===== src/rtl/tm1637_responder.sv =====
// Device-side TM1637 CLK/DIO responder: decodes start/stop, LSB-first bytes and ACKs,
// executes data/address/display commands into a digit RAM, and answers key-scan reads.
module tm1637_responder #(
    parameter int SYNC_STAGES = 2,
    parameter int NUM_DIGITS  = 6
) (
    input  logic       clk_50M,
    input  logic       rst_n,
    input  logic       tm_clk_in,
    input  logic       tm_dio_in,
    output logic       dio_oe,
    input  logic [7:0] key_data,
    input  logic [2:0] rd_addr,
    output logic [7:0] rd_data,
    output logic       display_on,
    output logic [2:0] brightness,
    output logic       frame_done,
    output logic       cmd_err
);

    typedef enum logic [2:0] {IDLE, RX_BYTE, RX_ACK, TX_BYTE, TX_ACK, WAIT_STOP} state_t;
    typedef enum logic [1:0] {FK_IGNORE, FK_ADDR, FK_DISCARD} frame_kind_t;

    localparam logic [3:0] DEPTH = 4'(NUM_DIGITS);

    logic [SYNC_STAGES-1:0] clk_sync_reg, dio_sync_reg;
    logic        clk_prev_reg, dio_prev_reg;
    state_t      state_reg, state_next;
    frame_kind_t frame_kind_reg, frame_kind_next;
    logic [3:0]  bit_cnt_reg, bit_cnt_next;
    logic [7:0]  rx_byte_reg, rx_byte_next;
    logic [7:0]  tx_byte_reg, tx_byte_next;
    logic [3:0]  ptr_reg, ptr_next;
    logic        first_byte_reg, first_byte_next;
    logic        acked_reg, acked_next;
    logic        fixed_reg, fixed_next;
    logic        dio_oe_reg, dio_oe_next;
    logic        display_on_reg, display_on_next;
    logic [2:0]  brightness_reg, brightness_next;
    logic        frame_done_reg, frame_done_next;
    logic        cmd_err_reg, cmd_err_next;

    logic        ram_we;
    logic [2:0]  ram_waddr;
    logic [7:0]  ram_wdata;
    logic [NUM_DIGITS-1:0][7:0] digits;

    logic clk_s, dio_s, clk_rise, clk_fall, start_det, stop_det;

    assign clk_s     = clk_sync_reg[SYNC_STAGES-1];
    assign dio_s     = dio_sync_reg[SYNC_STAGES-1];
    assign clk_rise  = clk_s & ~clk_prev_reg;
    assign clk_fall  = ~clk_s & clk_prev_reg;
    // A DIO edge only counts as start/stop when CLK was high in both samples
    assign start_det = clk_s & clk_prev_reg & ~dio_s & dio_prev_reg;
    assign stop_det  = clk_s & clk_prev_reg & dio_s & ~dio_prev_reg;

    always_ff @(posedge clk_50M or negedge rst_n) begin
        if (!rst_n) begin
            clk_sync_reg   <= '0;
            dio_sync_reg   <= '0;
            clk_prev_reg   <= 1'b0;
            dio_prev_reg   <= 1'b0;
            state_reg      <= IDLE;
            frame_kind_reg <= FK_IGNORE;
            bit_cnt_reg    <= '0;
            rx_byte_reg    <= '0;
            tx_byte_reg    <= '0;
            ptr_reg        <= '0;
            first_byte_reg <= 1'b0;
            acked_reg      <= 1'b0;
            fixed_reg      <= 1'b0;
            dio_oe_reg     <= 1'b0;
            display_on_reg <= 1'b0;
            brightness_reg <= '0;
            frame_done_reg <= 1'b0;
            cmd_err_reg    <= 1'b0;
        end else begin
            clk_sync_reg   <= {clk_sync_reg[SYNC_STAGES-2:0], tm_clk_in};
            dio_sync_reg   <= {dio_sync_reg[SYNC_STAGES-2:0], tm_dio_in};
            clk_prev_reg   <= clk_s;
            dio_prev_reg   <= dio_s;
            state_reg      <= state_next;
            frame_kind_reg <= frame_kind_next;
            bit_cnt_reg    <= bit_cnt_next;
            rx_byte_reg    <= rx_byte_next;
            tx_byte_reg    <= tx_byte_next;
            ptr_reg        <= ptr_next;
            first_byte_reg <= first_byte_next;
            acked_reg      <= acked_next;
            fixed_reg      <= fixed_next;
            dio_oe_reg     <= dio_oe_next;
            display_on_reg <= display_on_next;
            brightness_reg <= brightness_next;
            frame_done_reg <= frame_done_next;
            cmd_err_reg    <= cmd_err_next;
        end
    end

    always_comb begin
        state_next      = state_reg;
        frame_kind_next = frame_kind_reg;
        bit_cnt_next    = bit_cnt_reg;
        rx_byte_next    = rx_byte_reg;
        tx_byte_next    = tx_byte_reg;
        ptr_next        = ptr_reg;
        first_byte_next = first_byte_reg;
        acked_next      = acked_reg;
        fixed_next      = fixed_reg;
        dio_oe_next     = dio_oe_reg;
        display_on_next = display_on_reg;
        brightness_next = brightness_reg;
        frame_done_next = 1'b0;
        cmd_err_next    = 1'b0;
        ram_we          = 1'b0;
        ram_waddr       = ptr_reg[2:0];
        ram_wdata       = rx_byte_reg;

        if (stop_det) begin
            state_next      = IDLE;
            dio_oe_next     = 1'b0;
            frame_done_next = acked_reg;
        end else if (start_det) begin
            state_next      = RX_BYTE;
            bit_cnt_next    = '0;
            first_byte_next = 1'b1;
            acked_next      = 1'b0;
            frame_kind_next = FK_IGNORE;
            dio_oe_next     = 1'b0;
        end else begin
            case (state_reg)
                RX_BYTE: begin
                    if (clk_rise && bit_cnt_reg < 4'd8) begin
                        rx_byte_next[bit_cnt_reg[2:0]] = dio_s;
                        bit_cnt_next = bit_cnt_reg + 4'd1;
                    end else if (clk_fall && bit_cnt_reg == 4'd8) begin
                        state_next  = RX_ACK;
                        dio_oe_next = 1'b1;
                    end
                end
                RX_ACK: begin
                    // ACK is held low through the 9th clock; the byte takes effect on its falling edge
                    if (clk_fall) begin
                        state_next      = RX_BYTE;
                        dio_oe_next     = 1'b0;
                        acked_next      = 1'b1;
                        first_byte_next = 1'b0;
                        bit_cnt_next    = '0;
                        if (first_byte_reg) begin
                            case (rx_byte_reg[7:6])
                                2'b01: begin
                                    fixed_next = rx_byte_reg[2];
                                    if (rx_byte_reg[1]) begin
                                        state_next   = TX_BYTE;
                                        tx_byte_next = key_data;
                                        dio_oe_next  = ~key_data[0];
                                        bit_cnt_next = 4'd1;
                                    end
                                end
                                2'b11: begin
                                    ptr_next = {1'b0, rx_byte_reg[2:0]};
                                    if ({1'b0, rx_byte_reg[2:0]} >= DEPTH) begin
                                        cmd_err_next    = 1'b1;
                                        frame_kind_next = FK_DISCARD;
                                    end else begin
                                        frame_kind_next = FK_ADDR;
                                    end
                                end
                                2'b10: begin
                                    display_on_next = rx_byte_reg[3];
                                    brightness_next = rx_byte_reg[2:0];
                                end
                                default: begin
                                    cmd_err_next = 1'b1;
                                    state_next   = WAIT_STOP;
                                end
                            endcase
                        end else if (frame_kind_reg == FK_ADDR) begin
                            if (ptr_reg < DEPTH) begin
                                ram_we = 1'b1;
                                if (!fixed_reg) ptr_next = ptr_reg + 4'd1;
                            end else begin
                                cmd_err_next = 1'b1;
                            end
                        end
                    end
                end
                TX_BYTE: begin
                    if (clk_fall) begin
                        if (bit_cnt_reg < 4'd8) begin
                            dio_oe_next  = ~tx_byte_reg[bit_cnt_reg[2:0]];
                            bit_cnt_next = bit_cnt_reg + 4'd1;
                        end else begin
                            dio_oe_next = 1'b0;
                            state_next  = TX_ACK;
                        end
                    end
                end
                TX_ACK: begin
                    if (clk_fall) state_next = WAIT_STOP;
                end
                default: ;
            endcase
        end
    end

    genvar gi;
    generate
        for (gi = 0; gi < NUM_DIGITS; gi++) begin : g_digit
            logic [7:0] digit_reg;
            always_ff @(posedge clk_50M or negedge rst_n) begin
                if (!rst_n) digit_reg <= '0;
                else if (ram_we && ram_waddr == 3'(gi)) digit_reg <= ram_wdata;
            end
            assign digits[gi] = digit_reg;
        end
    endgenerate

    always_comb begin
        rd_data = '0;
        for (int i = 0; i < NUM_DIGITS; i++) begin
            if (rd_addr == 3'(i)) rd_data = digits[i];
        end
    end

    assign dio_oe     = dio_oe_reg;
    assign display_on = display_on_reg;
    assign brightness = brightness_reg;
    assign frame_done = frame_done_reg;
    assign cmd_err    = cmd_err_reg;

endmodule


===== config.mk =====
export PLATFORM = sky130hd
export DESIGN_NAME = tm1637_responder
export DESIGN_NICKNAME = d
export VERILOG_FILES = /design/src/rtl/tm1637_responder.sv
export SDC_FILE = /design/constraint.sdc
export NUM_CORES = 1
export LEC_CHECK = 0
export ABC_AREA = 1
export CORE_MARGIN = 2
export CORE_UTILIZATION = 27
export DETAILED_ROUTE_END_ITERATION = 8
export PLACE_DENSITY_LB_ADDON = 0.1
export SETUP_SLACK_MARGIN = 0.15
export SKIP_LAST_GASP = 1
export SYNTH_ARGS = -nofsm -noshare
export SYNTH_HDL_FRONTEND = slang
export SYNTH_SLANG_ARGS = --single-unit

===== constraint.sdc =====
create_clock -name clk_50M -period 4.8 [get_ports clk_50M]
set_clock_uncertainty 0.2 [all_clocks]
set_input_delay 0.96 -clock clk_50M [delete_from_list [all_inputs] [get_ports clk_50M]]
set_output_delay 0.96 -clock clk_50M [all_outputs]
set_load 0.03 [all_outputs]

==> metrics <==
Final setup viols=0; final wirelength=11100 um; largest family of logic cells by synthesized area=simple AND/OR/NAND/NOR gates; Avg Cell Area, Syn=8.54 um^2; Switching Share=0.335; clock-pin slew on the worst setup and hold paths=60 ps; Fin. Hold Viols=0; hold path startpoint=dio_sync_reg[0]$_DFF_PN0_; Die W=approximately 130 um; post_cts resized=0; total core area=between 15000 and 20000 um^2; clk root buf=clkbuf_16; first-pass GRT wire length=18500 um; post-DP HPWL=7670 um; worst path arrival time=2960 ps; Final #Nets=568; Worst Setup Path Type=in2out; post-synthesis mux area share=0.0156; area post-placement=4880 um^2; Net Count, Synth=533; Area contributors post-synth=dfrtp_1 (54%), nand2_1 (11%), o21ai_0 (8.8%); complex-gate fraction of the synthesized area=0.137; Flop pwr share=0.415; cell taking the most area after synthesis=dfrtp_1; most frequent cell after synthesis=nand2_1; hold_ws=roughly 150 ps; Critical Path Source=rd_addr[0]; Die ar.=17100 um^2; Max Root-Sink Buffers=2; Distinct cells, synth=25; Port Buffer Count=29; critical path capture point type=output port; Post-Synth XOR/XNOR Area=0.00202; top cell type's share of synthesized area=0.538; setup repair bufs after CTS=0; CTS Buf Count=9; initial antenna violation count=0; Hold Crit Class=reg2reg; asr flop ratio synth=1.00; crit path time final=4120 ps; CTS tree=built; Most used DFF post-synth=dfrtp_1; Post-synth top cells=nand2_1 (129), dfrtp_1 (93), o21ai_0 (76), inv_1 (53), nor2_1 (30); Residual DRC=0; wire per inst=14.6 um; Pwr Density=448 nW/um^2; site row count=46; total power=2.33 mW; relative slew slack=0.377; ratio of cells with drive above 1 in the final layout=0.0531; total grt overflow=0; Starting Density=0.274; n_diodes=0; NetSw=0.781 mW; drt first pass iters=4; final instance area=5210 um^2; Post-Synth Adder-Cell Area=0.0318; Vias/cell=about 4.6; area delta synth->final=20.4%; Final Util=0.330; Cell Area, Synth=4330 um^2; post-synthesis register bit count=between 90 and 100; synth warn=0; clock sink count=93; Clk Latency, worst-skew pair=340 ps; pin count of the biggest net entering global routing=70; Comb power frac=0.238; Largest register FFs=48; GP Congestion=~0.74; Post-synth EDFFs=0; post-route ant nets=0; WP data required=around 3600 ps; H-Tree Depth=3; hold_buf cts=0; IR drop worst, VDD=0.254 mV; DRT iter0 DRCs=between 150 and 200; gr usage total=0.142; Max Freq=243 MHz; layout filler cell count=1688; setup TNS=0 ps; number of max-cap violations=0; Final Cycle Share=0.859; Syn Inst Count=507; clock network power share=0.347; Int Pwr=around 1.6 mW; Max FO, Critical Path=8; DR vias=3525; Slew Limit Fails=0; status=finished clean; RSZ-0062 raised after global routing=no; slew at the pin with the worst max-slew slack=935 ps; worst reg2reg setup slack=2240 ps; die boundary height=about 130 um; Static Leak=around 2.3 nW; simple-gate area share of the yosys netlist=0.217; Seq/Total Area, Yosys=0.538; Startpoint Class=input pin; vias in the first global route=3550; Reg-to-Reg Start=clk_sync_reg[1]$_DFF_PN0_; I/O pins=30
[critical path: stages]
cell	delay (ps)
clkdlybuf4s50_1	540
nand3_1	330
o22ai_1	290
a21oi_1	60
nand4_1	90
clkdlybuf4s50_1	680
[cells by family after synthesis]
family | count (synthesis)
buffers and inverters | 65
DFF | 93
AOI/OAI and AO/OA | 113
adders and majority gates | 11
and+or+nand+nor | 218
muxes | 6
xor gates and xnor gates | 1
[placed cells by master (no fill, tap or decap), types with 9 or more instances in the layout]
cell type,n
nand4_1,22
clkdlybuf4s50_1,28
nand3_1,27
dfrtp_1,93
o21ai_0,76
inv_1,53
clkbuf_16,9
ha_1,11
a21oi_1,19
o22ai_1,9
nand2_1,129
nor2_1,30
[worst paths after layout]
kind / to / cells after the start
hold / removal: dio_sync_reg[1]$_DFF_PN0_ / 0
setup / recovery: rd_data[3] / 6
max in group asynchronous: g_digit[2].digit_reg[6]$_DFFE_PN0P_ / 2
min in group asynchronous: brightness[1]$_DFFE_PN0P_ / 1
hold reg to reg: dio_sync_reg[1]$_DFF_PN0_ / 0
setup reg to reg: g_digit[5].digit_reg[0]$_DFFE_PN0P_ / 5
[layer usage]
| layer | vias up | global-route usage | part of all wire |
|---|---|---|---|
| li1 | 1763 | - | - |
| met1 | 1681 | 0.181 | 0.46 |
| met2 | 68 | 0.235 | 0.48 |
| met3 | 13 | 0.0391 | 0.040 |
| met4 | 0 | 0.0476 | 0.016 |
| met5 | - | 0 | 0 |
[power groups by stage]
| stage | sequential, mW | combinational (mW) | clock, mW |
|---|---|---|---|
| floorplan | 0.945 | 0.403 | 0 |
| global placement | 0.982 | 0.559 | 0 |
| detailed placement | 0.981 | 0.563 | 0 |
| CTS | 0.967 | 0.565 | 0.841 |
| global route | 0.983 | 0.647 | 0.871 |
| finish | 0.967 | 0.555 | 0.810 |
[layout make-up]
cell class                      instances  area, um^2  share of cell area
Tap cell                              216         270              0.0519
Sequential cell                        93        2330               0.447
Clock buffer                           11         233              0.0447
Timing Repair Buffer                   35         333              0.0639
Inverter                               54         203              0.0389
Multi-Input combinational cell        349        1750               0.335
Clock inverter                          4        97.6              0.0187
[stage by stage]
step	cells	setup WS, ps
final	762	677
after global routing	762	575
after CTS	762	669
after detailed placement	747	668
after global placement	747	724
after floorplan	507	1770
(Power assumes the default switching activity.)
